`config.mk`:
```
export PLATFORM = sky130hd
export DESIGN_NAME = ula_multiciclo
export DESIGN_NICKNAME = d
export VERILOG_FILES = /design/src/rtl/ula_multiciclo.sv
export SDC_FILE = /design/constraint.sdc
export NUM_CORES = 2
export LEC_CHECK = 0
export BUFFER_PORTS_ARGS = -buffer_cell sky130_fd_sc_hd__buf_4
export CORE_MARGIN = 2
export CORE_UTILIZATION = 53
export DETAILED_ROUTE_END_ITERATION = 10
export GPL_ROUTABILITY_DRIVEN = 1
export GPL_TIMING_DRIVEN = 0
export PLACE_DENSITY = 0.7
export SYNTH_ARGS = -nofsm -noshare
export SYNTH_HDL_FRONTEND = slang
export SYNTH_SLANG_ARGS = --single-unit
export TNS_END_PERCENT = 10
```
`constraint.sdc`:
```
create_clock -name clk -period 14.75 [get_ports clk]
set_input_delay 4.425 -clock clk [delete_from_list [all_inputs] [get_ports clk]]
set_output_delay 4.425 -clock clk [all_outputs]
set_load 0.005 [all_outputs]
```
`src/rtl/ula_multiciclo.sv`:
```
// Multi-cycle ALU: single-cycle arithmetic/logic/compare ops plus iterative shift-add multiply.
// Define ULA_DIV_EN to build the iterative restoring divider for DIVU/REMU.
module ula_multiciclo #(
  parameter int WIDTH = 64
) (
  input  logic             clk,
  input  logic             rst,
  input  logic             in_valid,
  output logic             in_ready,
  input  logic [3:0]       operation,
  input  logic [WIDTH-1:0] operand1,
  input  logic [WIDTH-1:0] operand2,
  output logic             out_valid,
  input  logic             out_ready,
  output logic [WIDTH-1:0] result,
  output logic [3:0]       flag,
  output logic             err
);

  localparam int SHW = $clog2(WIDTH);
  localparam int CW  = SHW + 1;

  localparam logic [3:0] OP_ADD   = 4'd0;
  localparam logic [3:0] OP_SUB   = 4'd1;
  localparam logic [3:0] OP_AND   = 4'd2;
  localparam logic [3:0] OP_OR    = 4'd3;
  localparam logic [3:0] OP_XOR   = 4'd4;
  localparam logic [3:0] OP_SLL   = 4'd5;
  localparam logic [3:0] OP_SRL   = 4'd6;
  localparam logic [3:0] OP_SRA   = 4'd7;
  localparam logic [3:0] OP_SLT   = 4'd8;
  localparam logic [3:0] OP_SLTU  = 4'd9;
  localparam logic [3:0] OP_MUL   = 4'd10;
  localparam logic [3:0] OP_MULHU = 4'd11;
`ifdef ULA_DIV_EN
  localparam logic [3:0] OP_DIVU  = 4'd12;
  localparam logic [3:0] OP_REMU  = 4'd13;
`endif

  typedef enum logic [1:0] {
    IDLE = 2'd0,
    MUL  = 2'd1,
`ifdef ULA_DIV_EN
    DIV  = 2'd2,
`endif
    DONE = 2'd3
  } state_t;

  state_t           state;
  logic [CW-1:0]    cnt;
  logic [3:0]       op_q;
  logic [WIDTH-1:0] acc_hi;
  logic [WIDTH-1:0] acc_lo;
  logic [WIDTH-1:0] mcand;

  logic             accept;
  logic             is_mul;
  logic             is_div;
  logic [SHW-1:0]   shamt;
  logic [WIDTH:0]   sum_ext;
  logic [WIDTH:0]   dif_ext;
  logic [WIDTH-1:0] alu_res;
  logic             alu_c;
  logic             alu_v;
  logic             alu_err;

  logic [WIDTH:0]     mul_sum;
  logic [2*WIDTH-1:0] mul_next;
  logic [WIDTH-1:0]   mul_res;

  function automatic logic [3:0] mk_flag(input logic [WIDTH-1:0] r, input logic c, input logic v);
    return {v, c, r[WIDTH-1], (r == '0)};
  endfunction

  assign in_ready  = (state == IDLE) | ((state == DONE) & out_ready);
  assign accept    = in_valid & in_ready;
  assign out_valid = (state == DONE);
  assign shamt     = operand2[SHW-1:0];
  assign is_mul    = (operation == OP_MUL) | (operation == OP_MULHU);
`ifdef ULA_DIV_EN
  assign is_div    = (operation == OP_DIVU) | (operation == OP_REMU);
`else
  assign is_div    = 1'b0;
`endif

  always_comb begin
    sum_ext = {1'b0, operand1} + {1'b0, operand2};
    dif_ext = {1'b0, operand1} - {1'b0, operand2};
    alu_res = '0;
    alu_c   = 1'b0;
    alu_v   = 1'b0;
    alu_err = 1'b0;
    case (operation)
      OP_ADD: begin
        alu_res = sum_ext[WIDTH-1:0];
        alu_c   = sum_ext[WIDTH];
        alu_v   = (operand1[WIDTH-1] == operand2[WIDTH-1]) && (alu_res[WIDTH-1] != operand1[WIDTH-1]);
      end
      OP_SUB: begin
        alu_res = dif_ext[WIDTH-1:0];
        alu_c   = ~dif_ext[WIDTH];
        alu_v   = (operand1[WIDTH-1] != operand2[WIDTH-1]) && (alu_res[WIDTH-1] != operand1[WIDTH-1]);
      end
      OP_AND:  alu_res = operand1 & operand2;
      OP_OR:   alu_res = operand1 | operand2;
      OP_XOR:  alu_res = operand1 ^ operand2;
      OP_SLL:  alu_res = operand1 << shamt;
      OP_SRL:  alu_res = operand1 >> shamt;
      OP_SRA:  alu_res = $unsigned($signed(operand1) >>> shamt);
      OP_SLT:  alu_res = {{(WIDTH-1){1'b0}}, ($signed(operand1) < $signed(operand2))};
      OP_SLTU: alu_res = {{(WIDTH-1){1'b0}}, (operand1 < operand2)};
      // Reserved opcodes (and divide opcodes when no divider is built) land here.
      default: alu_err = 1'b1;
    endcase
  end

  // Multiplier: acc_hi:acc_lo holds partial product over the remaining multiplier bits.
  always_comb begin
    mul_sum  = {1'b0, acc_hi} + (acc_lo[0] ? {1'b0, mcand} : '0);
    mul_next = {mul_sum, acc_lo[WIDTH-1:1]};
    mul_res  = (op_q == OP_MULHU) ? mul_next[2*WIDTH-1:WIDTH] : mul_next[WIDTH-1:0];
  end

`ifdef ULA_DIV_EN
  // Divider: acc_hi is the partial remainder, acc_lo shifts dividend out and quotient in.
  logic [WIDTH:0]   div_shift;
  logic             div_ok;
  logic [WIDTH-1:0] div_rem;
  logic [WIDTH-1:0] div_quo;

  always_comb begin
    div_shift = {acc_hi, acc_lo[WIDTH-1]};
    div_ok    = (div_shift >= {1'b0, mcand});
    div_rem   = div_ok ? (div_shift[WIDTH-1:0] - mcand) : div_shift[WIDTH-1:0];
    div_quo   = {acc_lo[WIDTH-2:0], div_ok};
  end
`endif

  always_ff @(posedge clk or posedge rst) begin
    if (rst) begin
      state  <= IDLE;
      cnt    <= '0;
      op_q   <= '0;
      acc_hi <= '0;
      acc_lo <= '0;
      mcand  <= '0;
      result <= '0;
      flag   <= '0;
      err    <= 1'b0;
    end else if (accept) begin
      op_q <= operation;
      if (is_mul) begin
        state  <= MUL;
        cnt    <= CW'(WIDTH);
        acc_hi <= '0;
        acc_lo <= operand2;
        mcand  <= operand1;
`ifdef ULA_DIV_EN
      end else if (is_div) begin
        state  <= DIV;
        cnt    <= CW'(WIDTH);
        acc_hi <= '0;
        acc_lo <= operand1;
        mcand  <= operand2;
`endif
      end else begin
        state  <= DONE;
        result <= alu_res;
        flag   <= mk_flag(alu_res, alu_c, alu_v);
        err    <= alu_err;
      end
    end else begin
      case (state)
        MUL: begin
          acc_hi <= mul_next[2*WIDTH-1:WIDTH];
          acc_lo <= mul_next[WIDTH-1:0];
          cnt    <= cnt - CW'(1);
          if (cnt == CW'(1)) begin
            state  <= DONE;
            result <= mul_res;
            flag   <= mk_flag(mul_res, 1'b0, 1'b0);
            err    <= 1'b0;
          end
        end
`ifdef ULA_DIV_EN
        DIV: begin
          acc_hi <= div_rem;
          acc_lo <= div_quo;
          cnt    <= cnt - CW'(1);
          if (cnt == CW'(1)) begin
            state  <= DONE;
            result <= (op_q == OP_REMU) ? div_rem : div_quo;
            flag   <= mk_flag((op_q == OP_REMU) ? div_rem : div_quo, 1'b0, 1'b0);
            err    <= 1'b0;
          end
        end
`endif
        DONE: if (out_ready) state <= IDLE;
        default: ;
      endcase
    end
  end

endmodule

```
==> results of run 1 <==
cell families after synthesis:
group	count (synthesis)
and+or+nand+nor	1759
AOI/OAI and AO/OA	1747
buffers and inverters	617
muxes	311
adders and majority gates	273
DFF	273
xor gates and xnor gates	93
per-stage QoR:
step	cells	cell area [um^2]	hold WS, ps	setup slack, ps
after global placement	6219	40440	453.0	-1316
after CTS	6270	41450	479.2	229.5
after floorplan	5073	37710	441.8	2801
after detailed placement	6226	40580	462.3	-1225
cell usage after synthesis (all sizes together) (12+ instances only):
cell	instances
nand4	67
o21ai	435
mux4	116
a221oi	45
ha	270
nor3	89
o211a	12
nor2	530
o21bai	50
or4	15
and2	88
nand2	597
buf	108
a211oi	52
nor2b	37
o2111ai	16
a21oi	467
o211ai	57
a2111oi	20
o21a	28
clkbuf	292
o22ai	49
a21o	58
nand2b	32
o221ai	70
o311ai	12
nor4	59
and3	28
a22o	20
mux2	58
mux2i	137
a31oi	51
or3	24
a21boi	13
xnor2	60
a22oi	64
nand3	126
a211o	17
inv	214
o31ai	47
xor2	33
or2	13
a221o	44
dfrtp	273
timing repair:
item | 4_1_cts
endpoints found under the hold margin | 0
gates resized for setup | 6
setup endpoints to repair | 1
==> out/summary.md, run 1 <==
## Logic synthesis
- yosys synthesis warning count: 0
- leading register cell type out of synthesis: sky130_fd_sc_hd__dfrtp_1
- Synth Instances: 5,073
- largest family of logic cells by synthesized area: compound AO/OA/AOI/OAI gates
- share of synthesized flip-flops with an asynchronous set or reset: 1.000
- simple-gate area share of the yosys netlist: 0.2146
- Mean Syn Cell Area: 7.434 um^2
- cell area after synthesis: 37,710 um^2
- share of synthesized area spent on multiplexers: 0.1240
- post-synthesis share of cell area spent on xor and xnor gates: 0.02160
- leading cell types by total area after synthesis: sky130_fd_sc_hd__dfrtp_1, sky130_fd_sc_hd__ha_1, sky130_fd_sc_hd__mux4_2
- post-synthesis net count: 5,482
- cell accounting for the most synthesized area: sky130_fd_sc_hd__dfrtp_1
- arithmetic-cell share of the synthesized area counting full adders, half adders and majority gates: 0.09117
- number of flops mapped to enable cells by yosys: 0
- Seq cells post-synth: 273
- area fraction of the dominant cell type after synthesis: 0.1811
- compound-cell area share of the yosys netlist: 0.3018
- share of synthesized area occupied by flip-flops and latches: 0.1811
- post-synthesis cell type count: 103

## Outcome
- run status: stopped before the end
- failing step: global routing (5_1_grt)
- error message: [ERROR GRT-0183] Net _1564_: the 3D maze router ran out of legal paths (heap underflow) - the net is boxed in by local congestion or blockages.

## Timing
- last worst endpoint in the global-route repair_timing: flag[0]$_DFFE_PP0P_/D
- worst endpoint pin kind: register data pin

## Die
- number of I/O pins: 207
- row cnt: 97
- initial core utilization: 0.5367
- die outline height: 270.8 um
- chip width: 270.8 um

## Placed design
- routability congestion estimate: 1.290
- detailed placement HPWL: 194,100 um
- input/output buffers: 206

## GRT
- pin count of the biggest net entering global routing: 134
- number of antenna violations at the first check in global routing: 51

## Clock network
- Sinks on Clock Net: 273
- cts hold-fix bufs: 0
- buffer type at the clock tree root: sky130_fd_sc_hd__clkbuf_16
- number of H-tree levels: 1
- buffers inserted by post-CTS timing repair: 0
- CTS buffer count: 24
- maximum number of buffers from clock root to sink: 3

==> inputs of run 2 (changes only) <==
--- a/config.mk
+++ b/config.mk
@@ -7,11 +7,11 @@
 export LEC_CHECK = 0
 export BUFFER_PORTS_ARGS = -buffer_cell sky130_fd_sc_hd__buf_4
 export CORE_MARGIN = 2
-export CORE_UTILIZATION = 53
+export CORE_UTILIZATION = 38
 export DETAILED_ROUTE_END_ITERATION = 10
 export GPL_ROUTABILITY_DRIVEN = 1
 export GPL_TIMING_DRIVEN = 0
-export PLACE_DENSITY = 0.7
+export PLACE_DENSITY_LB_ADDON = 0.15
 export SYNTH_ARGS = -nofsm -noshare
 export SYNTH_HDL_FRONTEND = slang
 export SYNTH_SLANG_ARGS = --single-unit
==> out/summary.md, run 2 <==
## Layout
- most used cells in the layout excluding fill and tap cells: sky130_fd_sc_hd__nand2_1, sky130_fd_sc_hd__nor2_1, sky130_fd_sc_hd__a21oi_1
- leading cell type in the layout, fill and taps excluded: sky130_fd_sc_hd__nand2_1
- fraction of layout cells with a size suffix above 1: 0.1033
- Top Registers: acc_hi (64), acc_lo (64), mcand (64)
- Area Growth Syn to Fin: 11.41%
- Post-Layout Cell Count: 6,636
- Filler Cells Inserted: 10.60k
- final layout net count: 5,728

## Pwr
- total internal power: 2.395 mW
- sw power: 2.734 mW
- Sequential Power Share: 0.261
- fraction of power spent switching nets: 0.5331
- maximum resistive drop on vdd: 92.69 uV
- Leak: 17.58 nW
- total power divided by cell area: 122.1 nW/um^2
- Clock power frac: 0.140
- Comb power frac: 0.600

## Timing
- worst setup slack after layout: -71.08 ps
- aggregate negative setup slack: -71.08 ps
- Max Clock Skew: 18.32 ps
- slew margin rel.: -0.09677
- final count of pins violating max slew: 38
- final setup vio count: 1
- minimum clock period after layout: 14,820 ps
- Post-Route Hold Slack: 476.1 ps
- number of failing hold endpoints at the final stage: 0
- transition time of the tightest slew-check pin: 1599 ps
- fraction of the cycle the final worst path needs: 1.005
- RSZ-0062 raised after global routing: no
- timing-limited maximum frequency: 67.47 MHz

## Placed design
- routability congestion estimate: 1.144, -11%
- dpl cells: 6,576, +5.6%
- detailed placement HPWL: 228,000 um, +17%
- input/output buffers: 206, unchanged

## Logic synthesis
- post-synthesis cell type count: 103, unchanged
- leading cell types by total area after synthesis: sky130_fd_sc_hd__dfrtp_1, sky130_fd_sc_hd__ha_1, sky130_fd_sc_hd__mux4_2
- post-synthesis net count: 5,482, unchanged
- commonest cells in the netlist: sky130_fd_sc_hd__nand2_1, sky130_fd_sc_hd__nor2_1, sky130_fd_sc_hd__a21oi_1, sky130_fd_sc_hd__o21ai_0, sky130_fd_sc_hd__clkbuf_1
- yosys synthesis warning count: 0, unchanged
- number of flops mapped to enable cells by yosys: 0, unchanged
- share of synthesized flip-flops with an asynchronous set or reset: 1.000, unchanged
- share of synthesized area occupied by flip-flops and latches: 0.1811, unchanged
- Synth Instances: 5,073, unchanged
- cell area after synthesis: 37,710 um^2, unchanged
- cell accounting for the most synthesized area: sky130_fd_sc_hd__dfrtp_1
- leading register cell type out of synthesis: sky130_fd_sc_hd__dfrtp_1
- Seq cells post-synth: 273, unchanged
- dominant cell by count in the synthesized netlist: sky130_fd_sc_hd__nand2_1
- area fraction of the dominant cell type after synthesis: 0.1811, unchanged
- Mean Syn Cell Area: 7.434 um^2, unchanged

## Drt
- number of antenna-violating nets in the routed design: 0
- routed vias: 47.34k
- via-per-instance ratio: 7.134
- number of detailed-routing iterations run before antenna repair: 10
- aggregate routed wire length: 276,500 um
- routed wirelength normalized by instance count: 41.67 um
- number of remaining DRC errors: 0
- number of DRC markers after the initial detailed-route iteration: 6,987

## Die
- chip width: 319.0 um, +18%
- area of the core: 98,420 um^2
- die outline height: 319.0 um, +18%
- initial core utilization: 0.3832, -0.1535
- Die Outline Area: 101,800 um^2
- number of I/O pins: 207, unchanged
- row cnt: 115, +19%

## Critical path
- CP required: 15,240 ps
- Max FO, Critical Path: 17
- flop2flop setup slack: 7300 ps
- data arrival time of the critical path: 15,310 ps
- kind of end point of the critical path: register
- Startpoint Class: input port
- path depth of the worst reg2reg path: 19
- launching instance or port of the critical path: operand2[2]
- beginning of the worst register-to-register path: acc_lo[0]$_DFFE_PP0P_
- path type of the worst setup path: in -> reg
- r2r endpoint: flag[0]$_DFFE_PP0P_

## Clock network
- Worst-Skew Late Latency: 570 ps
- CTS buffer count: 26, +8.3%
- CTS clk-pin slew, worst paths: 70 ps
- cts hold-fix bufs: 0, unchanged
- buffer type at the clock tree root: sky130_fd_sc_hd__clkbuf_16
- number of H-tree levels: 1, unchanged
- Sinks on Clock Net: 273, unchanged
- CTS tree: built
- maximum number of buffers from clock root to sink: 3, unchanged

## Min path
- hold wc startpoint: mcand[44]$_DFFE_PP0P_
- worst hold-check path type: reg -> reg
- capture endpoint of the worst hold path: mcand[44]$_DFFE_PP0P_
- Hold Path Depth: 2

## Outcome
- run status: complete, but fails checks
- violated checks: max-capacitance violations, max-slew violations, negative setup slack

## GRT
- global-route wire length before repair: 372,600 um
- vias in the first global route: 44.71k
- global route overflow: 0
- number of antenna violations at the first check in global routing: 20
- pin count of the biggest net entering global routing: 106
- GR Util All Layers: 0.5247

## Run
- max capacitance violation total: 7

-- run 2: worst max path at each step --
stage                             to  slack [ps]  cells past startpoint
6_report         flag[0]$_DFFE_PP0P_         -70                     23
3_5_place_dp     flag[0]$_DFFE_PP0P_       -1620                     25
2_1_floorplan  acc_hi[0]$_DFFE_PP0P_        2800                      1
4_1_cts          flag[0]$_DFFE_PP0P_         350                     22
5_1_grt          flag[0]$_DFFE_PP0P_          80                     24
3_3_place_gp     flag[0]$_DFFE_PP0P_       -2390                     25
-- run 2: repair_timing --
action,CTS,global route
hold endpoints to repair,0,0
setup endpoints to repair,2,0
setup buffers,2,0
gates resized for setup,6,0
-- run 2: layout make-up --
class,instances,area [um^2],area share
multi-input cells,4183,28470,0.6777
flip-flops and latches,273,6832,0.1626
repair buffers,219,1697,0.04038
plain buffers,399,1675,0.03987
well taps,1287,1610,0.03832
inverters,217,822.0,0.01956
clock buffers,31,720.7,0.01715
clock inverters,14,153.9,0.003663
diodes,13,32.53,0.0007742
-- run 2: kinds of logic after synthesis --
kind of cell    count (synthesis)  share of synthesized area
buf+inv                       617                    0.06579
mux                           311                     0.1240
simple gates                 1759                     0.2146
compound gates               1747                     0.3018
xor+xnor                       93                    0.02160
fa+ha+maj                     273                    0.09117
flops                         273                     0.1811
-- run 2: routing by layer --
metal	GRT usage	share of wire	up-vias
met3	0.1711	0.12	1107
met2	0.7624	0.41	3864
met4	0.4767	0.11	6
li1	-	-	19360
met5	0.0009456	0.00017	-
met1	0.6129	0.36	23000
-- run 2: metrics by stage --
step / total power [mW] / utilization / area [um^2] / worst slack (ps)
floorplan: 2.932 / - / 37710 / 2801
detailed placement: 4.241 / 0.4171 / 41050 / -1620
CTS: 4.964 / 0.4263 / 41960 / 354.1
finish: 5.129 / 0.4269 / 42020 / -71.08
global placement: 4.206 / 0.4153 / 40870 / -2386
global route: 5.318 / 0.4266 / 41990 / 78.59
-- run 2: power by group through the flow --
stage               sequential, mW  clock [mW]  combinational, mW
floorplan                     1.23           0               1.70
global placement              1.33           0               2.88
detailed placement            1.33           0               2.91
CTS                           1.32       0.717               2.93
global route                  1.36       0.742               3.22
finish                        1.34       0.716               3.08
-- run 2: worst max-delay path: stages --
cell and delay, ps:
sky130_fd_sc_hd__buf_4 190, sky130_fd_sc_hd__clkinv_1 570, sky130_fd_sc_hd__clkbuf_1 720, sky130_fd_sc_hd__clkdlybuf4s15_1 860
sky130_fd_sc_hd__buf_2 530, sky130_fd_sc_hd__clkbuf_1 640, sky130_fd_sc_hd__buf_1 570, sky130_fd_sc_hd__clkbuf_2 670
sky130_fd_sc_hd__ha_1 210, sky130_fd_sc_hd__buf_2 190, sky130_fd_sc_hd__nor4b_1 100, sky130_fd_sc_hd__o311a_1 370
sky130_fd_sc_hd__a211oi_1 950, sky130_fd_sc_hd__o211ai_1 510, sky130_fd_sc_hd__a41oi_1 490, sky130_fd_sc_hd__nor2_1 70
sky130_fd_sc_hd__a311oi_1 290, sky130_fd_sc_hd__a21oi_1 140, sky130_fd_sc_hd__nor4_1 1260, sky130_fd_sc_hd__nand4b_1 310
sky130_fd_sc_hd__or3_1 410, sky130_fd_sc_hd__or4_1 570, sky130_fd_sc_hd__o211ai_2 160
(Power assumes the default switching activity.)
